**src/rtl/bank_fifo_ctrl.sv**
```systemverilog
// Circular-buffer FIFO controller that drives a 2048 x 8 banked RAM.
// Converts push/pop requests into RAM write/read strobes and returns popped bytes with a valid strobe.
module bank_fifo_ctrl #(
  parameter int DEPTH     = 2048,
  parameter int AW        = 11,
  parameter int DW        = 8,
  parameter int AF_MARGIN = 16
) (
  input  logic          clk,
  input  logic          rst,
  input  logic          push,
  input  logic [DW-1:0] din,
  input  logic          pop,
  output logic [DW-1:0] rd_data,
  output logic          rd_valid,
  output logic          full,
  output logic          empty,
  output logic          almost_full,
  output logic [AW:0]   count,
  output logic          overflow,
  output logic          underflow,
  output logic          mem_wen,
  output logic [AW-1:0] mem_waddr,
  output logic [DW-1:0] mem_din,
  output logic          mem_ren,
  output logic [AW-1:0] mem_raddr,
  input  logic [DW-1:0] mem_dout
);

  // Handshake: push/pop are requests with no ready signal; a push is taken only
  // when full is low and a pop only when empty is low. rd_valid is a one-cycle
  // strobe with no backpressure, arriving two cycles after an accepted pop.

  localparam logic [AW:0]   DEPTH_C  = (AW+1)'(DEPTH);
  localparam logic [AW:0]   AF_LVL_C = (AW+1)'(DEPTH - AF_MARGIN);
  localparam logic [AW:0]   CNT_ONE  = (AW+1)'(1);
  localparam logic [AW-1:0] PTR_ONE  = AW'(1);

  logic [AW-1:0] wptr_q, wptr_d;
  logic [AW-1:0] rptr_q, rptr_d;
  logic [AW:0]   count_q, count_d;
  logic          full_q, empty_q, almost_full_q;
  logic          overflow_q, underflow_q;
  logic          rd_pending_q;
  logic          rd_valid_q;
  logic [DW-1:0] rd_data_q;
  logic          push_ok, pop_ok;

  assign push_ok = push & ~full_q;
  assign pop_ok  = pop & ~empty_q;

  always_comb begin
    wptr_d  = wptr_q;
    rptr_d  = rptr_q;
    count_d = count_q;
    if (push_ok) wptr_d = wptr_q + PTR_ONE;
    if (pop_ok)  rptr_d = rptr_q + PTR_ONE;
    if (push_ok && !pop_ok)      count_d = count_q + CNT_ONE;
    else if (pop_ok && !push_ok) count_d = count_q - CNT_ONE;
  end

  always_ff @(posedge clk) begin
    if (rst) begin
      wptr_q        <= '0;
      rptr_q        <= '0;
      count_q       <= '0;
      full_q        <= 1'b0;
      empty_q       <= 1'b1;
      almost_full_q <= 1'b0;
      overflow_q    <= 1'b0;
      underflow_q   <= 1'b0;
      rd_pending_q  <= 1'b0;
      rd_valid_q    <= 1'b0;
      rd_data_q     <= '0;
    end else begin
      wptr_q        <= wptr_d;
      rptr_q        <= rptr_d;
      count_q       <= count_d;
      full_q        <= (count_d == DEPTH_C);
      empty_q       <= (count_d == '0);
      almost_full_q <= (count_d >= AF_LVL_C);
      overflow_q    <= push & full_q;
      underflow_q   <= pop & empty_q;
      // RAM output is valid the cycle after the read strobe; capture it then.
      rd_pending_q  <= pop_ok;
      rd_valid_q    <= rd_pending_q;
      if (rd_pending_q) rd_data_q <= mem_dout;
    end
  end

  assign mem_wen     = push_ok;
  assign mem_waddr   = wptr_q;
  assign mem_din     = din;
  assign mem_ren     = pop_ok;
  assign mem_raddr   = rptr_q;

  assign rd_data     = rd_data_q;
  assign rd_valid    = rd_valid_q;
  assign full        = full_q;
  assign empty       = empty_q;
  assign almost_full = almost_full_q;
  assign count       = count_q;
  assign overflow    = overflow_q;
  assign underflow   = underflow_q;

endmodule

```
**config.mk**
```make
export PLATFORM = sky130hd
export DESIGN_NAME = bank_fifo_ctrl
export DESIGN_NICKNAME = d
export VERILOG_FILES = /design/src/rtl/bank_fifo_ctrl.sv
export SDC_FILE = /design/constraint.sdc
export NUM_CORES = 1
export LEC_CHECK = 0
export CORE_UTILIZATION = 30
export DETAILED_ROUTE_END_ITERATION = 7
export PLACE_DENSITY = 0.56
export SYNTH_ARGS = -nofsm -noshare
export SYNTH_HDL_FRONTEND = slang
export SYNTH_SLANG_ARGS = --single-unit
```
**constraint.sdc**
```tcl
create_clock -name clk -period 2.6 [get_ports clk]
set_input_delay 0.52 -clock clk [delete_from_list [all_inputs] [get_ports clk]]
set_output_delay 0.52 -clock clk [all_outputs]
set_load 0.02 [all_outputs]
```
==> summary.md, run 1 <==
| Metric | Value |
|---|---|
| Count of final setup violators | 0 |
| Synth area leaders | dfxtp_1, nor2_1, xor2_1 |
| Fin. Hold Viols | 0 |
| Sequential share of the synthesized area | approximately two fifths |
| H-Tree Depth | 2 |
| Drt wl/cell | roughly 13 um |
| Status | finished clean |
| Top-area cell type share of the netlist area | roughly 42% |
| Number of global-route vias before repair | between 2000 and 2500 |
| Worst-Skew Late Latency | about 0.29 ns |
| I/O pin count | 78 |
| Via density per instance | between 4 and 5 |
| Clk sinks | 49 |
| Slew Viols, Final | 0 |
| Layout cells sized above 1 | a little over a tenth |
| Die area | ~8200 um2 |
| Detailed Place HPWL | 4.08 mm |
| Crit-path cells | clkdlybuf4s50_1, nand2b_1, inv_2, clkdlybuf4s50_1 |
| Initial antenna violation count | 0 |
| CTS resizes | 0 |
| Peak supply drop | around 0.00028 V |
| Achievable frequency | 397 MHz |
| Initial core utilization | 31.8% |
| Ys flop type | dfxtp_1 |
| Nature of the critical path endpoint | output pin |
| Share of synthesized registers carrying an async set or reset | 0% |
| Synth unique cells | between 40 and 50 |
| Hold buffers post-CTS | 0 |
| # DRC | 0 |
| Clock Pin Slew Worst Setup and Hold Paths | approximately 0.090 ns |
| Hold Crit Class | flop to flop |
| Total GRT Usage | ~14% |
| Final min period | between 2 and 3 ns |
| Routed Antenna Nets | 0 |
| Final nets | 360 |
| Ys Warns | 0 |
| Drt initial violations | 71 |
| Number of synthesized flops with an enable pin | 0 |
| Crit path launch type | primary input |
| Pwr dens | 582 nW/um2 |
| Core area | 7410 um2 |
| CTS Root Cell | clkbuf_8 |
| R2R setup slack | about 0.32 ns |
| Final Power | around 1.8 mW |
| Total gr overflow | 0 |
| Largest net degree at the start of global routing | 26 |
| Worst path max stage delay | between 0.6 and 0.7 ns |
| CP dominant cell by count | clkdlybuf4s50_1 |
| Final Skew | around 0.0073 ns |
| Number of diodes | 0 |
| Via count | ~2100 |
| Final core area utilization | 42.9% |
| DRT Pass-1 Iters | 4 |
| Row cnt | 31 |
| # port buffers | 61 |
| TritonCTS buffer count | 5 |
| CP Max Fanout | 12 |
| Final WL | roughly 5.7 mm |
| Area growth from synthesis to layout | 34.9% |
| Post-CTS setup buffers | 0 |
| Worst path arrival time | approximately 2.0 ns |
| Area leader, netlist | dfxtp_1 |
| TritonCTS clock tree | done |
| Worst-Margin Slew | about 0.57 ns |
| Final cycle utilization of the critical path | 97.0% |
| Req. time, crit path | 2.08 ns |
| Maximum clock path buffer count | 2 |
| First-pass GRT wire length | between 9 and 10 mm |
| WS Path Type | primary input to output pin |
| Final Wtd Congestion | about 0.86 |
| Syn_nets | about 300 |
| Register bit total from synthesis | 49 |
| Die W | about 90 um |
| Slowest cell on the critical path | clkdlybuf4s50_1 |
| Unrepaired setup endpoints after global routing | false |
| Relative slew slack | between 60% and 70% |
| Leak Pwr | around 1.2 nW |
| Die Y | approximately 91 um |
| Mapped Cells | approximately 270 |
| Post-synthesis instance area | ~2400 um2 |
| Max Cap Viol | 0 |
| Avg Inst Size Synth | roughly 8.6 um2 |
==> area by class of cell <==
type	instances	area (um2)
clock inverter	2	10.0
fill	743	4230
tap	99	124
clock buffer	6	72.6
timing repair buffer	77	738
sequential	49	981
multi-input combinational	196	1230
inverter	7	26.3
==> critical path, delay by kind of cell <==
kind	cells	cell delay (ns)
buffers and inverters	3	1.39
and+or+nand+nor	1	0.09
==> routing by layer <==
layer	up-vias	track usage (%)	wire length, um
met1	991	18.4	2610
met5	-	0	0
met4	0	3.90	55
li1	1070	-	-
met2	64	22.9	2680
met3	4	3.96	354
==> cell usage in the layout (no fill, tap or decap), types with 5 or more instances in the layout <==
master / synthesis / layout
nand3_1: 10 / 10
clkdlybuf4s50_1: 0 / 60
nor4_1: 7 / 7
clkbuf_8: 0 / 5
buf_4: 9 / 15
and3_1: 6 / 6
inv_1: 5 / 5
a21oi_1: 7 / 7
mux2i_1: 9 / 9
o21ai_0: 5 / 5
nand2_1: 20 / 20
xnor2_1: 6 / 6
nor3_1: 10 / 10
nand4_1: 9 / 9
dfxtp_1: 49 / 49
nor2_1: 46 / 46
xor2_1: 18 / 18
==> worst paths after layout <==
check | depth (start not counted) | from | endpoint
setup / recovery | 4 | push | mem_wen
setup reg to reg | 8 | count[1] | empty
hold reg to reg | 2 | full | overflow
hold / removal | 2 | full | overflow
==> per-stage QoR <==
stage | std cells | worst slack (ns) | TNS (ns) | area, um2 | hold WS, ns
after floorplan | 274 | 0.430 | 0 | 2360 | 0.521
after global placement | 428 | 0.0234 | 0 | 3100 | 0.442
after detailed placement | 428 | -0.0152 | -0.0152 | 3100 | 0.439
after CTS | 436 | 0.0722 | 0 | 3180 | 0.452
after global routing | 436 | 0.00602 | 0 | 3180 | 0.481
final | 436 | 0.0784 | 0 | 3180 | 0.450
==> sequential cells by signal (all words and copies together), names as in the netlist, 8 cells and up <==
| name | count |
|---|---|
| rd_data | 8 |
| mem_waddr | 11 |
| mem_raddr | 11 |
| count | 12 |
==> cell usage after synthesis (2+ instances only) <==
cell type / number
xor2_1: 18
or2_2: 2
o21ai_0: 5
xnor2_1: 6
or3_1: 4
nor2_1: 46
buf_4: 9
o22ai_1: 3
ha_1: 4
nor3_1: 10
a21oi_1: 7
inv_2: 2
inv_1: 5
clkbuf_1: 6
buf_2: 5
nand2_1: 20
nand4_1: 9
dfxtp_1: 49
nand2b_1: 2
and4_1: 3
buf_1: 2
mux2i_1: 9
nand3_1: 10
and3_1: 6
a211oi_1: 3
nor4_1: 7
==> where the power goes <==
group,switching [mW],total (mW),internal (mW),leakage (nW)
combinational,0.293,0.553,0.260,0.732
clock,0.242,0.429,0.187,0.0450
sequential,0.0690,0.867,0.798,0.398
total,0.604,1.85,1.25,1.17
==> kinds of logic (layout without fill, tap and decap cells) <==
family / Yosys count / after routing / synth area share, %
adders and majority gates: 4 / 4 / 2.12
muxes: 9 / 9 / 3.82
xor gates and xnor gates: 25 / 25 / 9.60
AOI/OAI and AO/OA: 28 / 28 / 8.12
buffers and inverters: 29 / 92 / 6.31
DFF: 49 / 49 / 41.6
and+or+nand+nor: 130 / 130 / 28.4
No activity file was read; power rests on OpenSTA's default activity.
==> inputs of run 2 (changes only) <==
HOLD_SLACK_MARGIN = 0.06   (was not set)
PLACE_DENSITY = 0.58   (was 0.56)
clock period = 2.2 ns   (was 2.6 ns; I/O delays follow)
==> run 2 against run 1 <==
Worst hold slack worse by 0.023 ns. Global-route usage up 0.89 points. Core utilization rose by 5.4 points. Highest routed layer unchanged. Wire length grew 5.5%. Die area stayed put. First-iteration DRC count grew 23%. Total power up 39%. Sequential power grew 18%. Final cell count is 6.0% higher. Sequential share of layout area fell by 3.3 points.
==> summary.md, run 2 (synthesis results as in run 1) <==
| Metric | Value |
|---|---|
| Switching Power | roughly 800 uW |
| Worst-Skew Late Latency | 0.30 ns |
| Reg area | 987 um2 |
| WS Path Type | flop to flop |
| Final nets | between 300 and 400 |
| Hold Crit Class | primary input to flop |
| Crit-path cells | buf_6, or4_4, nor4_4, o22a_2, xnor2_4, nand3_2, nor4_4 |
| CTS Root Cell | clkbuf_8 |
| Hold Slack | approximately 0.43 ns |
| Via density per instance | 4.79 |
| Clk sinks | just under 50 |
| Setup WS pre-CTS | -0.417 ns |
| CP dominant cell by count | nor4_4 |
| Post-placement cell area | around 3200 um2 |
| CP Max Fanout | 8 |
| Max Cap Viol | 0 |
| Die area | 8220 um2 |
| Number of diodes | 0 |
| Largest net degree at the start of global routing | 23 |
| Nature of the critical path endpoint | flop |
| H-Tree Depth | 2 |
| Slew Viols, Final | 0 |
| Commonest cells after routing, fill and taps aside | clkdlybuf4s50_1, dfxtp_1, nor2_1, buf_4, nand2_1 |
| Drt wl/cell | about 13 um |
| Fill count | 700 |
| Area growth from synthesis to layout | 51.7% |
| # DRC | 0 |
| Pwr dens | between 700 and 800 nW/um2 |
| Drt initial violations | 87 |
| Final setup margin | between 0.07 and 0.08 ns |
| Crit path launch type | flop |
| # port buffers | just over 60 |
| Final WL | 6.01 mm |
| Peak supply drop | 0.000351 V |
| Worst r2r path cells | 7 |
| Final min period | about 2.1 ns |
| Multi-input gate area | 1380 um2 |
| Final Wtd Congestion | approximately 0.9 |
| Worst path arrival time | 2.35 ns |
| Slowest cell on the critical path | or4_4 |
| Number of global-route vias before repair | 2072 |
| Total gr overflow | 0 |
| Final Skew | roughly 0.0074 ns |
| Final core area utilization | 48.3% |
| Commonest non-fill, non-tap cell in the layout | clkdlybuf4s50_1 |
| TritonCTS clock tree | done |
| Flop pwr share | about two fifths |
| Die W | between 90 and 100 um |
| Logic pwr share | approximately a third |
| First-pass GRT wire length | 10.1 mm |
| Core area | 7410 um2 |
| Die Y | about 91 um |
| TritonCTS buffer count | 5 |
| Initial antenna violation count | 0 |
| Count of final setup violators | 0 |
| Hold depth | 3 |
| Req. time, crit path | around 2.4 ns |
| Design area | between 3000 and 4000 um2 |
| Final cycle utilization of the critical path | between 90% and 100% |
| Detailed Place HPWL | 4.39 mm |
| Hold buffers post-CTS | 0 |
| Row cnt | 31 |
| Routed Antenna Nets | 0 |
| Worst path max stage delay | approximately 0.55 ns |
| Layout cells sized above 1 | a little under a quarter |
| Achievable frequency | 470 MHz |
| Via count | 2214 |
| Max FFs per register | 12 |
| Initial core utilization | 31.8% |
| Sw Ratio | 31.2% |
| Relative slew slack | 66.3% |
| Leak Pwr | about 1.4 nW |
| Int Power | 1.77 mW |
| Clock Pin Slew Worst Setup and Hold Paths | 0.09 ns |
| DRT Pass-1 Iters | 4 |
| I/O pin count | 78 |
| Status | finished clean |
| Unrepaired setup endpoints after global routing | true |
| Clock power share | 25.9% |
| Final Power | approximately 2.6 mW |
| Total GRT Usage | about 15% |
| Fin. Hold Viols | 0 |
| Maximum clock path buffer count | 2 |
| Worst-Margin Slew | 0.505 ns |
[run 2: metal layers]
metal	wire (um)	share of wire [%]	track usage (%)
met1	2920	49	20.8
met2	2760	46	23.1
met3	231	3.8	3.11
met4	100	1.7	5.11
met5	0	0	0
[run 2: metrics by stage]
step	TNS (ns)	instances
6_report	0	462
5_1_grt	-0.0798	462
4_1_cts	-0.0232	458
3_5_place_dp	-2.29	448
3_3_place_gp	-2.37	448
2_1_floorplan	0	274
[run 2: worst max-delay path, delay by kind of cell (launching register included)]
kind | cells | cell delay, ns
AOI/OAI and AO/OA | 1 | 0.23
DFF | 1 | 0.34
and+or+nand+nor | 4 | 1.20
buffers and inverters | 1 | 0.13
xor gates and xnor gates | 1 | 0.14
[run 2: path summary, 6_finish.rpt]
check	endpoint	startpoint	slack [ns]
hold reg to reg	overflow	full	0.47
setup / recovery	full	count[0]	0.07
hold / removal	overflow	push	0.43
setup reg to reg	full	count[0]	0.07
[run 2: final cells by class]
cell class                      instances  area share, %
Multi-Input combinational cell        196           38.5
Sequential cell                        49           27.6
Timing Repair Buffer                  103           26.4
Tap cell                               99           3.46
Clock buffer                            7           2.41
Inverter                                7          0.874
Clock inverter                          1          0.839
[run 2: what timing repair did]
item	in CTS	in global routing
setup buffers	2	4
gates resized for setup	11	26
gates cloned	0	0
endpoints found under the setup margin	4	8
pin swaps	3	9
[run 2: power by group through the flow]
| stage | sequential [mW] | clock [mW] | combinational, mW |
|---|---|---|---|
| finish | 1.02 | 0.667 | 0.888 |
| global route | 1.04 | 0.724 | 0.964 |
| CTS | 1.01 | 0.694 | 0.794 |
| detailed placement | 1.03 | 0 | 0.755 |
| global placement | 1.03 | 0 | 0.755 |
| floorplan | 1.09 | 0 | 0.368 |
==> inputs of run 3 (changes only) <==
clock period = 1.8 ns   (was 2.2 ns; I/O delays follow)
==> run 3 against run 2 <==
The run now ends with negative setup slack left. Setup slack worse by 0.34 ns. Sequential power grew 20%. Global-route usage rose by 0.47 points. Via count is 6.4% higher. Clock-buffer cell count down 2. Sequential share of layout area decreased by 1.8 points. Largest power group is now combinational cells. Highest routed layer unchanged.
==> summary.md, run 3 (synthesis results as in run 1) <==
| Metric | Value |
|---|---|
| Drt wl/cell | approximately 13 um |
| Die W | ~91 um |
| Total GRT Usage | ~16% |
| Slew Viols, Final | 0 |
| Worst path arrival time | 2.30 ns |
| RR Startpoint | count[0] |
| Final min period | around 2.1 ns |
| Detailed Place HPWL | 4.56 mm |
| Relative slew slack | 70.0% |
| Drt initial violations | 88 |
| # DRC | 0 |
| Hold Path Origin | rst |
| Row cnt | 31 |
| Clock Pin Slew Worst Setup and Hold Paths | about 0.11 ns |
| Via density per instance | between 4 and 5 |
| Status | finished, violations left |
| # port buffers | ~60 |
| I/O pin count | between 70 and 80 |
| Initial core utilization | about a third |
| RR Endpoint | empty |
| Setup TNS | -1.07 ns |
| Via count | roughly 2400 |
| Die Y | ~91 um |
| Clk sinks | 49 |
| Final nets | 410 |
| Crit path launch type | flop |
| Final WL | between 6 and 7 mm |
| Hold depth | 2 |
| Slowest cell on the critical path | or4_4 |
| Crit-path cells | buf_6, or4_4, nor4_4, o22a_2, xnor2_4, nand4b_1, o31ai_2 |
| Worst path max stage delay | ~0.56 ns |
| TritonCTS clock tree | done |
| Hold buffers post-CTS | 0 |
| Max Cap Viol | 0 |
| Placed cells | ~460 |
| Die area | 8220 um2 |
| WS Path Type | flop to flop |
| Peak supply drop | between 0.0004 and 0.0005 V |
| Core area | between 7000 and 8000 um2 |
| Nature of the critical path endpoint | flop |
| First-pass GRT wire length | around 11 mm |
| CP Max Fanout | 5 |
| DRT Pass-1 Iters | 4 |
| Commonest cells after routing, fill and taps aside | buf_4, clkdlybuf4s50_1, dfxtp_1, nor2_1, nand2_1 |
| Fin. Hold Viols | 0 |
| Final Power | approximately 3.2 mW |
| Number of diodes | 0 |
| Final cycle utilization of the critical path | 115% |
| Number of global-route vias before repair | about 2200 |
| Worst-Margin Slew | ~0.45 ns |
| Achievable frequency | around 480 MHz |
| Maximum clock path buffer count | 2 |
| Fin cells | 486 |
| H-Tree Depth | 2 |
| Worst r2r path cells | 7 |
| Req. time, crit path | 2.03 ns |
| Routed Antenna Nets | 0 |
| Final Skew | between 0.01 and 0.015 ns |
| Area growth from synthesis to layout | 62.8% |
| Leak Pwr | approximately 1.6 nW |
| Worst-Skew Late Latency | 0.31 ns |
| Count of final setup violators | 9 |
| Largest net degree at the start of global routing | 23 |
| Commonest non-fill, non-tap cell in the layout | buf_4 |
| Hold path endpoint | count[10] |
| Failing checks | negative setup slack |
| Final Wtd Congestion | around 0.90 |
| Initial antenna violation count | 0 |
| Unrepaired setup endpoints after global routing | true |
| CTS Root Cell | clkbuf_8 |
| Hold Crit Class | primary input to flop |
| Pwr dens | just over 800 nW/um2 |
| Total gr overflow | 0 |
| Max FFs per register | 12 |
| Layout cells sized above 1 | 32.6% |
| TritonCTS buffer count | 5 |
| Final setup margin | -0.265 ns |
| R2R setup slack | -0.27 ns |
-- run 3: per-stage QoR --
stage | setup WS [ns] | util (%) | hold slack, ns | area (um2)
4_1_cts | -0.281 | 48.5 | 0.305 | 3600
6_report | -0.265 | 51.8 | 0.329 | 3840
3_3_place_gp | -0.640 | 45.4 | 0.475 | 3360
2_1_floorplan | -0.242 | - | 0.474 | 2390
3_5_place_dp | -0.664 | 45.4 | 0.482 | 3360
5_1_grt | -0.376 | 51.8 | 0.343 | 3840
-- run 3: final cells by class --
cell class / instances / area, um2
well taps: 99 / 124
multi-input cells: 196 / 1480
flip-flops and latches: 49 / 988
clock inverters: 3 / 21.3
inverters: 7 / 31.3
clock buffers: 5 / 68.8
repair buffers: 127 / 1120
fillers: 690 / 3570
-- run 3: repair_timing --
action,in CTS,in global routing
resized for setup,37,36
pin swaps,16,12
setup endpoints to repair,20,20
setup buffers,11,9
-- run 3: worst max-delay path, delay by kind of cell, from the launching register on --
| kind | cells | cell delay (ns) |
|---|---|---|
| compound gates | 2 | 0.46 |
| xor+xnor | 1 | 0.14 |
| buf+inv | 1 | 0.12 |
| flops | 1 | 0.37 |
| simple gates | 3 | 0.91 |
-- run 3: metal layers --
metal	share of wire, %	vias up	global-route usage (%)
li1	-	1165	-
met1	46	1112	20.8
met2	47	66	24.4
met3	5.1	13	3.37
met4	2.1	0	5.51
met5	0	-	0
-- run 3: power breakdown --
part           internal [mW]  total, mW  switching [mW]  leakage [nW]
Combinational          0.647       1.26           0.615          1.13
Sequential              1.16       1.22          0.0607         0.400
Clock                  0.275      0.678           0.403        0.0407
-- run 3: how the worst max path moves through the flow --
stage | start | endpoint | slack, ns | cells past startpoint
5_1_grt | count[0] | empty | -0.38 | 7
3_3_place_gp | pop | full | -0.64 | 9
6_report | count[0] | empty | -0.27 | 7
3_5_place_dp | push | full | -0.66 | 8
2_1_floorplan | count[0] | empty | -0.24 | 9
4_1_cts | count[1] | empty | -0.28 | 8
